## src/rtl/maxpool_pkg.sv

```systemverilog
// Shared definitions for the max-pool sequencer: FSM state encoding,
// per-channel pixel/output counts and the default pixel width.
package maxpool_pkg;

    localparam int unsigned DATA_W_DEF = 32;

    typedef enum logic [2:0] {
        IDLE,
        FEED,
        DRAIN,
        NEXT,
        FIN
    } state_t;

    // Input pixels per channel.
    function automatic int unsigned pix_per_ch(input int unsigned w, input int unsigned h);
        return w * h;
    endfunction

    // Pooled outputs per channel for a 2x2/stride-2 window (odd edges truncated).
    function automatic int unsigned out_per_ch(input int unsigned w, input int unsigned h);
        return (w / 2) * (h / 2);
    endfunction

endpackage

```

## src/rtl/maxpool_addr_gen.sv

```systemverilog
// Loadable address counter: load a base, force an arbitrary value, or step by one.
// Priority is load > force > increment. Wraps modulo 2^ADDR_W.
// Ports: clk, rst (async active-high), load/base, force_en/force_val, inc, addr.
module maxpool_addr_gen
    import maxpool_pkg::*;
#(
    parameter int unsigned ADDR_W = 20
) (
    input  logic              clk,
    input  logic              rst,
    input  logic              load,
    input  logic [ADDR_W-1:0] base,
    input  logic              force_en,
    input  logic [ADDR_W-1:0] force_val,
    input  logic              inc,
    output logic [ADDR_W-1:0] addr
);

    always_ff @(posedge clk or posedge rst) begin
        if (rst) begin
            addr <= '0;
        end else if (load) begin
            addr <= base;
        end else if (force_en) begin
            addr <= force_val;
        end else if (inc) begin
            addr <= addr + ADDR_W'(1);
        end
    end

endmodule

```

## src/rtl/maxpool_seq_ctrl.sv

```systemverilog
// Channel-by-channel sequencer feeding a shared 2x2/stride-2 max-pool core.
// Streams each channel from source memory into the core, writes pooled
// results to destination memory, and fully drains the core before moving on.
// Ports: clk, rst (async active-high); command start/num_ch/src_base/dst_base;
// status busy/done/err; source read rd_en/rd_addr/rd_data; core interface
// pool_data_in/pool_valid_in/pool_data_out/pool_valid_out; destination write
// wr_en/wr_addr/wr_data.
// Optional: define MAXPOOL_SEQ_PERF_EN to add perf_cycles, a saturating count
// of busy cycles for the most recent command.
module maxpool_seq_ctrl
    import maxpool_pkg::*;
#(
    parameter int unsigned DATA_W        = DATA_W_DEF,
    parameter int unsigned ADDR_W        = 20,
    parameter int unsigned CH_W          = 10,
    parameter int unsigned IMG_W         = 299,
    parameter int unsigned IMG_H         = 299,
    parameter int unsigned DRAIN_TIMEOUT = 4096
) (
    input  logic              clk,
    input  logic              rst,
    input  logic              start,
    input  logic [CH_W-1:0]   num_ch,
    input  logic [ADDR_W-1:0] src_base,
    input  logic [ADDR_W-1:0] dst_base,
    output logic              busy,
    output logic              done,
    output logic              err,
    output logic              rd_en,
    output logic [ADDR_W-1:0] rd_addr,
    input  logic [DATA_W-1:0] rd_data,
    output logic [DATA_W-1:0] pool_data_in,
    output logic              pool_valid_in,
    input  logic [DATA_W-1:0] pool_data_out,
    input  logic              pool_valid_out,
    output logic              wr_en,
    output logic [ADDR_W-1:0] wr_addr,
    output logic [DATA_W-1:0] wr_data
`ifdef MAXPOOL_SEQ_PERF_EN
    ,
    output logic [31:0]       perf_cycles
`endif
);

    localparam int unsigned PIX_PER_CH = pix_per_ch(IMG_W, IMG_H);
    localparam int unsigned OUT_PER_CH = out_per_ch(IMG_W, IMG_H);
    localparam int unsigned PIX_W      = $clog2(PIX_PER_CH + 1);
    localparam int unsigned OUT_W      = $clog2(OUT_PER_CH + 1);
    localparam int unsigned TMR_W      = $clog2(DRAIN_TIMEOUT + 1);

    state_t              state;
    logic [CH_W-1:0]     ch;
    logic [CH_W-1:0]     num_ch_q;
    logic [PIX_W-1:0]    feed_cnt;
    logic [OUT_W-1:0]    out_cnt;
    logic [TMR_W-1:0]    drain_tmr;
    logic [ADDR_W-1:0]   dst_ptr;
    logic [ADDR_W-1:0]   dst_next;

    logic accept;
    logic accept_run;
    logic wr_fire;
    logic drain_full;
    logic drain_tmo;
    logic drain_exit;

    assign accept     = (state == IDLE) && start;
    assign accept_run = accept && (num_ch != CH_W'(0));
    assign wr_fire    = pool_valid_out && (state != IDLE);
    assign drain_full = (state == DRAIN) && (out_cnt == OUT_W'(OUT_PER_CH));
    assign drain_tmo  = (state == DRAIN) && !drain_full && !pool_valid_out &&
                        (drain_tmr == TMR_W'(DRAIN_TIMEOUT - 1));
    assign drain_exit = drain_full || drain_tmo;

    // The source SRAM output register is the data stage; gating with the
    // delayed read strobe keeps data and valid aligned with one cycle latency.
    assign pool_data_in = pool_valid_in ? rd_data : DATA_W'(0);

    // Source pointer steps once per read; channels are packed back to back.
    maxpool_addr_gen #(.ADDR_W(ADDR_W)) u_src_addr (
        .clk       (clk),
        .rst       (rst),
        .load      (accept_run),
        .base      (src_base),
        .force_en  (1'b0),
        .force_val (ADDR_W'(0)),
        .inc       (rd_en),
        .addr      (rd_addr)
    );

    // Destination pointer is re-aligned at each channel end so an abandoned
    // channel does not shift the addresses of the ones after it.
    maxpool_addr_gen #(.ADDR_W(ADDR_W)) u_dst_addr (
        .clk       (clk),
        .rst       (rst),
        .load      (accept_run),
        .base      (dst_base),
        .force_en  (drain_exit),
        .force_val (dst_next),
        .inc       (wr_fire),
        .addr      (dst_ptr)
    );

    // Sequencer FSM with registered outputs, write register and drain timer.
    always_ff @(posedge clk or posedge rst) begin
        if (rst) begin
            state         <= IDLE;
            busy          <= 1'b0;
            done          <= 1'b0;
            err           <= 1'b0;
            rd_en         <= 1'b0;
            pool_valid_in <= 1'b0;
            wr_en         <= 1'b0;
            wr_addr       <= '0;
            wr_data       <= '0;
            ch            <= '0;
            num_ch_q      <= '0;
            feed_cnt      <= '0;
            out_cnt       <= '0;
            drain_tmr     <= '0;
            dst_next      <= '0;
        end else begin
            done          <= 1'b0;
            pool_valid_in <= rd_en;
            wr_en         <= wr_fire;
            if (wr_fire) begin
                wr_addr <= dst_ptr;
                wr_data <= pool_data_out;
            end

            if (drain_exit) begin
                out_cnt  <= '0;
                dst_next <= dst_next + ADDR_W'(OUT_PER_CH);
            end else if (wr_fire) begin
                out_cnt <= out_cnt + OUT_W'(1);
            end

            unique case (state)
                IDLE: begin
                    if (start) begin
                        err <= 1'b0;
                        if (num_ch != CH_W'(0)) begin
                            num_ch_q <= num_ch;
                            ch       <= '0;
                            feed_cnt <= '0;
                            out_cnt  <= '0;
                            dst_next <= dst_base + ADDR_W'(OUT_PER_CH);
                            busy     <= 1'b1;
                            rd_en    <= 1'b1;
                            state    <= FEED;
                        end else begin
                            state <= FIN;
                        end
                    end
                end
                FEED: begin
                    if (feed_cnt == PIX_W'(PIX_PER_CH - 1)) begin
                        feed_cnt  <= '0;
                        rd_en     <= 1'b0;
                        drain_tmr <= '0;
                        state     <= DRAIN;
                    end else begin
                        feed_cnt <= feed_cnt + PIX_W'(1);
                    end
                end
                DRAIN: begin
                    if (drain_exit) begin
                        if (drain_tmo) begin
                            err <= 1'b1;
                        end
                        state <= NEXT;
                    end else if (pool_valid_out) begin
                        drain_tmr <= '0;
                    end else begin
                        drain_tmr <= drain_tmr + TMR_W'(1);
                    end
                end
                NEXT: begin
                    ch <= ch + CH_W'(1);
                    if ((ch + CH_W'(1)) == num_ch_q) begin
                        state <= FIN;
                    end else begin
                        rd_en <= 1'b1;
                        state <= FEED;
                    end
                end
                FIN: begin
                    done  <= 1'b1;
                    busy  <= 1'b0;
                    state <= IDLE;
                end
                default: state <= IDLE;
            endcase
        end
    end

`ifdef MAXPOOL_SEQ_PERF_EN
    // Busy-cycle counter: cleared per command, saturates, holds after done.
    always_ff @(posedge clk or posedge rst) begin
        if (rst) begin
            perf_cycles <= '0;
        end else if (accept) begin
            perf_cycles <= '0;
        end else if (busy && (perf_cycles != '1)) begin
            perf_cycles <= perf_cycles + 32'd1;
        end
    end
`endif

endmodule

```

## config.mk

```make
export PLATFORM = sky130hd
export DESIGN_NAME = maxpool_seq_ctrl
export DESIGN_NICKNAME = d
export VERILOG_FILES = /design/src/rtl/maxpool_pkg.sv /design/src/rtl/maxpool_addr_gen.sv /design/src/rtl/maxpool_seq_ctrl.sv
export SDC_FILE = /design/constraint.sdc
export NUM_CORES = 1
export LEC_CHECK = 0
export ABC_AREA = 1
export CORE_MARGIN = 1.5
export CORE_UTILIZATION = 55
export CTS_BUF_LIST = sky130_fd_sc_hd__clkbuf_8
export DETAILED_ROUTE_END_ITERATION = 10
export PLACE_DENSITY = 0.84
export SLEW_MARGIN = 5
export SYNTH_ARGS = -nofsm -noshare
export SYNTH_HDL_FRONTEND = slang
export SYNTH_HIERARCHICAL = 1
export SYNTH_SLANG_ARGS = --single-unit
export TNS_END_PERCENT = 100
```

## constraint.sdc

```tcl
create_clock -name clk -period 15.63 [get_ports clk]
set_input_delay 3.9075 -clock clk [delete_from_list [all_inputs] [get_ports clk]]
set_output_delay 3.9075 -clock clk [all_outputs]
set_load 0.1 [all_outputs]
```

==> impl_results.md <==
* Status: finished clean
* Antenna diodes at 0
* # Post-CTS Setup Buffers at 0
* Initial antenna violation count at 0
* Maximum clock path buffer count at 2
* Worst Max-Slew Pin Slew at 1050 ps
* CP Class: in2out
* Clk slew on worst S/H paths at 100 ps
* Slowest CP cell: clkdlybuf4s50_1
* Worst stage delay on the critical path at 1130 ps
* Area contributors post-synth: dfrtp_1 40%, nand2_1 18%, inv_1 5.7%
* # nets final at 1986
* Die ar. at 0.0220 mm2
* Synth top area share at 0.401
* RePlAce Congestion at 0.934
* Core area at 0.0204 mm2
* Vias per cell at 5.39
* Syn Area/Cell at 7.12 um2
* Io pins at 228
* Antenna-violating nets left at 0
* Syn. warnings at 6
* Leading cell types by count after synthesis: 542 x nand2_1, 186 x dfrtp_1, 175 x inv_1
* Final hold violations at 0
* CP Data Required Time at 11720 ps
* DRT Wirelength at 31800 um
* Syn Std Cell Area at 0.0116 mm2
* Area growth syn-to-layout at 24.9%
* Share of layout cells above drive strength 1 at 0.0636
* Setup TNS at 0 ps
* Post-synth top area cell: dfrtp_1
* Die X at 148 um
* Worst setup SP type: input port
* First-pass GRT wire length at 52000 um
* Pre-CTS setup slack at 6050 ps
* Most frequent CP cell: clkdlybuf4s50_1
* Synthesized flop and latch total at 186
* Fin crit period at 9570 ps
* Crit Path Max Fanout at 1
* Post-DP HPWL at 23000 um
* Sink Count at 186
* Core Util, Final at 0.709
* Fillers at 1651
* Vias in the first global route at 10779
* Sequential share of the synthesized area at 0.401
* Slack of the critical path at 6060 ps
* GRT overflow at 0
* DRT iter0 DRCs at 988
* IO buf count at 227
* Synth cell types at 54
* Critical Path Sink Type: output port
* Root buf cell: clkbuf_8
* Vias at 11546
* Worst hold margin at 486 ps
* Pin count of the biggest net entering global routing at 89
* DR DRC count at 0
* CP arrival at 5660 ps
* Async SR Flop Fraction at 1.00
* Post-synthesis instance total at 1629
* Cell Rows at 52
* Gr usage total at 0.292
* Storage element area at 0.00465 mm2
* Fmax at 0.105 GHz
* Final setup fails at 0
* Worst hold path type: reg2reg
* # hold bufs at CTS at 0
* CTS resizes at 0
* Post-synth EDFFs at 0
* Cell count of the worst reg-to-reg path at 11
* Max cap viols at 0
* PwrDens at 85.1 mW/mm2
* # H-tree levels at 4
* Count leader, synth: nand2_1
* Initial Utilization at 0.568
* Peak VDD IR at 0.0558 mV
* TritonCTS clock tree: done
* Crit share post-route at 0.612
* TritonRoute pass-1 iters at 5
* Overall Power at 1.23 mW
* RSZ-0062 raised after global routing: false
* Clock Skew at 19.5 ps
* Leak at 7.24 nW
* Area of the multi-input gates at 0.00603 mm2
* Hold Crit Depth at 2
* Die Y at 148 um
* WL per Instance at 14.8 um
* Skew-Pair Late Insertion Delay at 470 ps
* Final slew viol count at 0
* Synth Flop Type: dfrtp_1
* Headroom to the max-slew limit at 0.301
* CTS Buf Count at 17
* CP cell instances: clkdlybuf4s50_1 > nand2_1 > inv_1 > clkdlybuf4s50_1
[sequential cells by signal (all words and copies together) (netlist names), 3 cells and up]
name,flops
u_src_addr/addr,20
feed_cnt,17
drain_tmr,13
wr_data,32
dst_next,20
u_dst_addr/addr,20
num_ch_q,10
wr_addr,20
ch,10
state,3
out_cnt,15
[worst paths after layout]
check | startpoint | to | slack, ps
min in group asynchronous | rst | wr_addr[6] | 4010
min | wr_addr[18] | wr_addr[18] | 490
max in group asynchronous | rst | wr_data[22] | 10380
max | rd_data[29] | pool_data_in[29] | 6060
max reg2reg | state[2] | u_src_addr/addr[3] | 12540
min reg2reg | wr_addr[18] | wr_addr[18] | 490
[kinds of logic after synthesis]
logic type / after synthesis / synth area share
AO/OA/AOI/OAI: 206 / 0.101
XOR/XNOR: 42 / 0.0317
adder cells (fa/ha/maj): 10 / 0.0108
buffers and inverters: 239 / 0.0873
flip-flops: 186 / 0.401
other: 1 / 0.000323
AND/OR/NAND/NOR: 945 / 0.368
[metal layers]
metal,up-vias,share of wire,global-route usage
li1,5639,-,-
met1,5355,0.42,0.368
met2,494,0.48,0.506
met3,58,0.068,0.0469
met4,0,0.028,0.113
met5,-,0,0
[worst max-delay path, delay by kind of cell]
kind	cells	cell delay, ps
simple gates	1	70
buf+inv	3	1680
[cell type report]
| class | instances | area share |
|---|---|---|
| inverters | 192 | 0.0503 |
| clock buffers | 18 | 0.0171 |
| repair buffers | 233 | 0.160 |
| multi-input cells | 1228 | 0.416 |
| flip-flops and latches | 186 | 0.321 |
| clock inverters | 14 | 0.0117 |
| well taps | 270 | 0.0233 |
[power breakdown]
part	switching [mW]	internal, mW	leakage, nW
logic	0.238	0.0987	4.73
clock network	0.181	0.163	0.207
registers	0.0395	0.513	2.31
[placed cells by master (no fill, tap or decap), types with 10 or more instances in the layout]
cell type        instances
clkbuf_8                18
inv_1                  175
ha_1                    10
o22ai_1                 12
nor3_1                  14
nand4_1                 41
nand3_1                105
clkdlybuf4s50_1        227
xor2_1                  29
conb_1                  25
o21ai_0                 66
o21ai_1                 23
inv_2                   15
nor2_4                  15
dfrtp_1                186
a21oi_1                 60
xnor2_1                 13
o21bai_1                12
nor2_1                 164
nand2_1                542
nand2_2                 12
[per-stage QoR]
step	cells	instance area, um2
floorplan	1653	11700
global placement	2109	14100
detailed placement	2109	14100
CTS	2141	14500
global route	2141	14500
finish	2141	14500
Note: power is estimated with default switching activity, not from simulation.
